<file path="config.mk">
export PLATFORM = sky130hd
export DESIGN_NAME = demux_stream_router
export DESIGN_NICKNAME = d
export VERILOG_FILES = /design/src/rtl/demux_stream_router_pkg.sv /design/src/rtl/demux_stream_slot.sv /design/src/rtl/demux_stream_router.sv
export SDC_FILE = /design/constraint.sdc
export NUM_CORES = 1
export LEC_CHECK = 0
export CAP_MARGIN = 40
export CORE_ASPECT_RATIO = 1.4
export CORE_UTILIZATION = 52
export DETAILED_ROUTE_END_ITERATION = 10
export PLACE_DENSITY_LB_ADDON = 0.25
export RECOVER_POWER = 25
export SETUP_SLACK_MARGIN = 0.3
export SLEW_MARGIN = 30
export SYNTH_ARGS = -nofsm -noshare
export SYNTH_HDL_FRONTEND = slang
export SYNTH_SLANG_ARGS = --single-unit
export TNS_END_PERCENT = 1
</file>
<file path="constraint.sdc">
create_clock -name Clock -period 4.9 [get_ports Clock]
set_input_delay 0.49 -clock Clock [delete_from_list [all_inputs] [get_ports Clock]]
set_output_delay 0.49 -clock Clock [all_outputs]
set_load 0.005 [all_outputs]
</file>
<file path="src/rtl/demux_stream_router_pkg.sv">
`default_nettype none
// ============================================================================
// Module   : demux_stream_router_pkg
// Purpose  : Shared helpers for the registered stream demultiplexer: the
//            layout of channel slices on the flat DemuxOut bus.
// Revision : 1.0 - initial release
// ============================================================================
package demux_stream_router_pkg;

  // Channel c owns DemuxOut[c*width +: width].
  function automatic int sliceLsb(input int chan, input int width);
    return chan * width;
  endfunction

endpackage
`default_nettype wire

</file>
<file path="src/rtl/demux_stream_slot.sv">
`default_nettype none
// ============================================================================
// Module   : demux_stream_slot
// Purpose  : One output channel of the stream router. It is a one-entry
//            register (full flag plus data word) with load/drain control.
//            A load wins over a drain in the same cycle, which gives
//            pass-through at one word per cycle.
// Revision : 1.0 - initial release
// ============================================================================
module demux_stream_slot
  import demux_stream_router_pkg::*;
#(
  parameter int DATA_WIDTH = 1,
  parameter int HOLD_LAST  = 0
) (
  input  logic                  clk,
  input  logic                  rst,
  input  logic                  i_load,
  input  logic [DATA_WIDTH-1:0] i_loadData,
  input  logic                  i_outReady,
  output logic                  o_full,
  output logic [DATA_WIDTH-1:0] o_data
);

  logic                  r_full;
  logic [DATA_WIDTH-1:0] r_data;

  // Load takes priority; otherwise a handshake on the output empties the slot.
  always_ff @(posedge clk or posedge rst) begin
    if (rst) begin
      r_full <= 1'b0;
      r_data <= '0;
    end else if (i_load) begin
      r_full <= 1'b1;
      r_data <= i_loadData;
    end else if (r_full && i_outReady) begin
      r_full <= 1'b0;
      if (HOLD_LAST == 0) begin
        r_data <= '0;
      end
    end
  end

  assign o_full = r_full;
  assign o_data = r_data;

endmodule
`default_nettype wire

</file>
<file path="src/rtl/demux_stream_router.sv">
`default_nettype none
// ============================================================================
// Module   : demux_stream_router
// Purpose  : Registered valid/ready demultiplexer. It routes DemuxIn to one
//            of NUM_CHANNELS one-entry output slots selected by Sel. Each
//            channel stalls independently of the others.
// Revision : 1.0 - initial release
// ============================================================================
module demux_stream_router
  import demux_stream_router_pkg::*;
#(
  parameter int DATA_WIDTH   = 1,
  parameter int NUM_CHANNELS = 32,
  parameter int SEL_WIDTH    = 5,
  parameter int HOLD_LAST    = 0
) (
  input  logic                               Clock,
  input  logic                               Reset,
  input  logic                               Enable,
  input  logic [SEL_WIDTH-1:0]               Sel,
  input  logic [DATA_WIDTH-1:0]              DemuxIn,
  input  logic                               InValid,
  output logic                               InReady,
  output logic [NUM_CHANNELS*DATA_WIDTH-1:0] DemuxOut,
  output logic [NUM_CHANNELS-1:0]            OutValid,
  input  logic [NUM_CHANNELS-1:0]            OutReady,
  output logic                               SelError,
  output logic                               Busy
);

  // One extra bit so that NUM_CHANNELS == 2**SEL_WIDTH is representable.
  localparam logic [SEL_WIDTH:0] c_NUM_CHANNELS = NUM_CHANNELS[SEL_WIDTH:0];

  logic                    w_inRange;
  logic [NUM_CHANNELS-1:0] w_selHot;
  logic [NUM_CHANNELS-1:0] w_full;
  logic [NUM_CHANNELS-1:0] w_slotOpen;
  logic                    w_accept;
  logic                    r_selError;

  assign w_inRange = ({1'b0, Sel} < c_NUM_CHANNELS);

  // A slot can take a word when it is empty or is emptying this cycle.
  assign w_slotOpen = ~w_full | OutReady;

  // The one-hot decode only covers valid channels, so an out-of-range Sel
  // never indexes past the slot array.
  assign InReady  = Enable & w_inRange & (|(w_selHot & w_slotOpen));
  assign w_accept = InValid & InReady;

  genvar g;
  generate
    for (g = 0; g < NUM_CHANNELS; g++) begin : g_slot
      localparam logic [SEL_WIDTH:0] c_IDX = g[SEL_WIDTH:0];
      localparam int                 c_LSB = sliceLsb(g, DATA_WIDTH);

      logic [DATA_WIDTH-1:0] w_slotData;

      assign w_selHot[g] = ({1'b0, Sel} == c_IDX);

      demux_stream_slot #(
        .DATA_WIDTH (DATA_WIDTH),
        .HOLD_LAST  (HOLD_LAST)
      ) u_slot (
        .clk        (Clock),
        .rst        (Reset),
        .i_load     (w_accept & w_selHot[g]),
        .i_loadData (DemuxIn),
        .i_outReady (OutReady[g]),
        .o_full     (w_full[g]),
        .o_data     (w_slotData)
      );

      assign DemuxOut[c_LSB +: DATA_WIDTH] = w_slotData;
    end
  endgenerate

  // Flag one cycle for each cycle in which a valid, enabled word has a bad select.
  always_ff @(posedge Clock or posedge Reset) begin
    if (Reset) begin
      r_selError <= 1'b0;
    end else begin
      r_selError <= InValid & Enable & ~w_inRange;
    end
  end

  assign SelError = r_selError;
  assign OutValid = w_full;
  assign Busy     = |w_full;

endmodule
`default_nettype wire

</file>
==> impl_metrics.py <==
metrics = {
    "outcome": {
        "status": "finished, violations left",
        "violations": "capacitance limit, slew limit",
    },
    "detailed_routing": {
        "m1WireLength_um": 4130,
        "avgViaCountPerCell": 5.54,
        "wl_met3_um": 542,
        "wirelength_um": 9780,
        "post-route-drc-count": 0,
        "routed-via-count": 2988,
        "antenna_left": 0,
        "wl_per_cell_um": 18.1,
        "routed.top_layer": "met4",
        "wl_met2_um": 4830,
        "drt_iter0_markers": 133,
        "drt_pass1_iterations": 5,
    },
    "timing": {
        "fin_skew_ns": 0.00756,
        "min_period_over_period_pct": 78.3,
        "fmax_mhz": 261,
        "max_slew_margin_pct": -16.5,
        "hold_slack_ns": 0.568,
        "period_needed_ns": 3.84,
        "worstMarginPinSlew_ns": 1.75,
        "tns_ns": 0,
        "finalSetupViolCount": 0,
        "rsz0062_at_grt": "no",
        "worst_slack_ns": 1.06,
        "hold_viol": 0,
        "finalMaxSlewViolations": 67,
    },
    "logic_synthesis": {
        "synth-seq-cells": 64,
        "synth_warnings": 0,
        "synth-edff-count": 0,
        "seq_area_frac_synth_pct": 40.9,
        "async_flop_share_pct": 100,
        "synth_area_mm2": 0.00391,
        "synth_fp_nets": 435,
        "syn_inst": 393,
        "syn_area_per_cell_um2": 9.96,
        "synth.distinct_cells": 47,
        "ys.flop_type": "dfrtp_1",
    },
    "critical_path": {
        "cp_max_fo": 15,
        "cp-start-kind": "input pin",
        "required_ns": 4.41,
        "criticalPathCategory": "in -> out",
        "cp-end-kind": "primary output",
        "crit_arrival_ns": 3.35,
    },
    "grt": {
        "grt_pass1_vias": 3072,
        "track_usage_pct": 26.6,
        "overflow": 0,
        "grt_max_degree": 65,
        "grt_pass1_wl_um": 15700,
        "antenna_found_initial": 0,
    },
    "clocking": {
        "clk_pin_slew_ns": 0.07,
        "post_cts.repair.setup_buffers": 0,
        "clockBufferDepth": 2,
        "cts-hold-fix-buffers": 0,
        "clk_latency_ns": 0.34,
        "root_buffer": "clkbuf_8",
        "htree_levels": 3,
        "cts_made_buffers": 9,
        "cts_num_sinks": 64,
        "cts_tree": "yes",
        "post_cts_resized": 0,
    },
    "layout": {
        "fillCellCount": 665,
        "area_growth_pct": 22.2,
        "drive_gt1_share_pct": 8.82,
        "antenna_cells": 0,
        "fin_nets": 479,
        "layoutNonFillerInstCount": 539,
    },
    "floorplan": {
        "coreArea_mm2": 0.00731,
        "rows": 37,
        "ios": 109,
        "die_area_mm2": 0.00788,
        "dieHeight_um": 105,
        "die_width_um": 75.3,
        "start_util_pct": 53.5,
    },
    "worst_hold_path": {
        "hp-class": "reg -> reg",
    },
    "power": {
        "leakagePower_uw": 0.00206,
        "irDropWorstVdd_v": 0.000207,
        "power_density_mw_per_mm2": 279,
    },
    "place": {
        "routabilityCongestion": 0.907,
        "pre_cts_slack_ns": 1.05,
        "hpwlAfterDp_um": 7380,
        "io_buffers": 107,
        "dp_cells": 522,
    },
    "job": {
        "cap_violations": 2,
    },
}
## area by class of cell
cell class	instances	area [um^2]	share of cell area (%)
Clock buffer	11	141	2.96
Inverter	16	60.1	1.26
Clock inverter	5	80.1	1.67
Sequential cell	64	1600	33.5
Tap cell	97	121	2.54
Multi-Input combinational cell	234	1680	35.1
Timing Repair Buffer	112	1100	22.9
## Yosys cell counts, types with 2 or more instances
master | number | share of area (%)
nand4b_1 | 2 | 0.45
inv_1 | 15 | 1.4
mux2_1 | 32 | 9.2
o31a_1 | 2 | 0.45
nand4_1 | 5 | 0.80
nor3_1 | 5 | 0.64
or2_2 | 2 | 0.32
or4b_1 | 2 | 0.51
nand3b_1 | 6 | 1.2
buf_6 | 2 | 0.58
nand2_1 | 19 | 1.8
clkbuf_1 | 5 | 0.48
nand3b_2 | 3 | 0.86
buf_2 | 4 | 0.51
nor4_1 | 9 | 1.4
nand3_2 | 13 | 3.3
dfrtp_1 | 64 | 41
o22ai_1 | 3 | 0.48
nor3b_1 | 4 | 0.77
nor2_1 | 13 | 1.2
nand3_1 | 9 | 1.2
o32ai_1 | 2 | 0.45
o21ai_1 | 11 | 1.4
a21boi_0 | 32 | 6.1
buf_4 | 68 | 13
nor2b_1 | 12 | 1.9
o21ai_0 | 6 | 0.77
nand2b_1 | 24 | 3.8
## metrics by stage
step                utilization [%]  instance area [um^2]  power [uW]
floorplan                         -                  3910         752
global placement               62.3                  4560         837
detailed placement             62.3                  4560         843
CTS                            65.4                  4780        1350
global route                   65.4                  4780        1390
finish                         65.4                  4780        1340
## cell usage in the layout (no fill, tap or decap), drive strengths merged, types with 9 or more instances in the layout
| cell type | synthesis | final |
|---|---|---|
| nand2 | 19 | 19 |
| nand3b | 9 | 9 |
| o21ai | 17 | 17 |
| nand3 | 22 | 22 |
| a21boi | 32 | 32 |
| dfrtp | 64 | 64 |
| nor2b | 12 | 12 |
| inv | 16 | 15 |
| nand2b | 24 | 24 |
| nor4 | 9 | 9 |
| clkdlybuf4s50 | 0 | 105 |
| nor2 | 13 | 13 |
| clkbuf | 5 | 13 |
| mux2 | 32 | 32 |
## per-layer routing
layer,track usage [%],vias up
met2,42.6,116
li1,-,1406
met3,5.30,19
met4,11.0,0
met1,34.5,1447
met5,0,-
## cell families (layout without fill, tap and decap cells)
| group | after synthesis | in the layout | synth area share (%) |
|---|---|---|---|
| other cells | 1 | 1 | 0.0958 |
| buf+inv | 95 | 144 | 16.1 |
| simple gates | 134 | 134 | 21.4 |
| compound gates | 67 | 67 | 12.2 |
| mux | 32 | 32 | 9.21 |
| flops | 64 | 64 | 40.9 |
## worst max-delay path, stage by stage
cell,delay (ns)
clkdlybuf4s50_1,0.66
and2_4,0.31
a22o_1,0.18
a222oi_1,0.37
o31ai_1,0.13
or4_1,0.59
and2_1,0.19
clkdlybuf4s50_1,0.43
## where the power goes
part / internal, uW / leakage (uW) / switching, uW / total [uW]
logic: 143 / 0.00107 / 106 / 249
clock network: 299 / 0.000106 / 204 / 504
registers: 563 / 0.000879 / 19.2 / 582
## sequential cells by signal (all words and copies together), names as in the netlist
name and count:
g_slot.u_slot.o_data 32, g_slot.u_slot.o_full 32
## path summary, 6_finish.rpt
path	start	to	slack [ns]	depth (start not counted)
worst min register to register	g_slot[15].u_slot.o_full	g_slot[15].u_slot.o_full	0.57	2
max in group asynchronous	Reset	g_slot[18].u_slot.o_full	1.39	4
worst max-delay path	Sel[1]	InReady	1.06	8
worst max register to register	g_slot[1].u_slot.o_full	g_slot[8].u_slot.o_data	2.01	8
min in group asynchronous	Reset	g_slot[16].u_slot.o_full	1.17	3
worst min-delay path	g_slot[15].u_slot.o_full	g_slot[15].u_slot.o_full	0.57	2
Note: power is estimated with default switching activity, not from simulation.
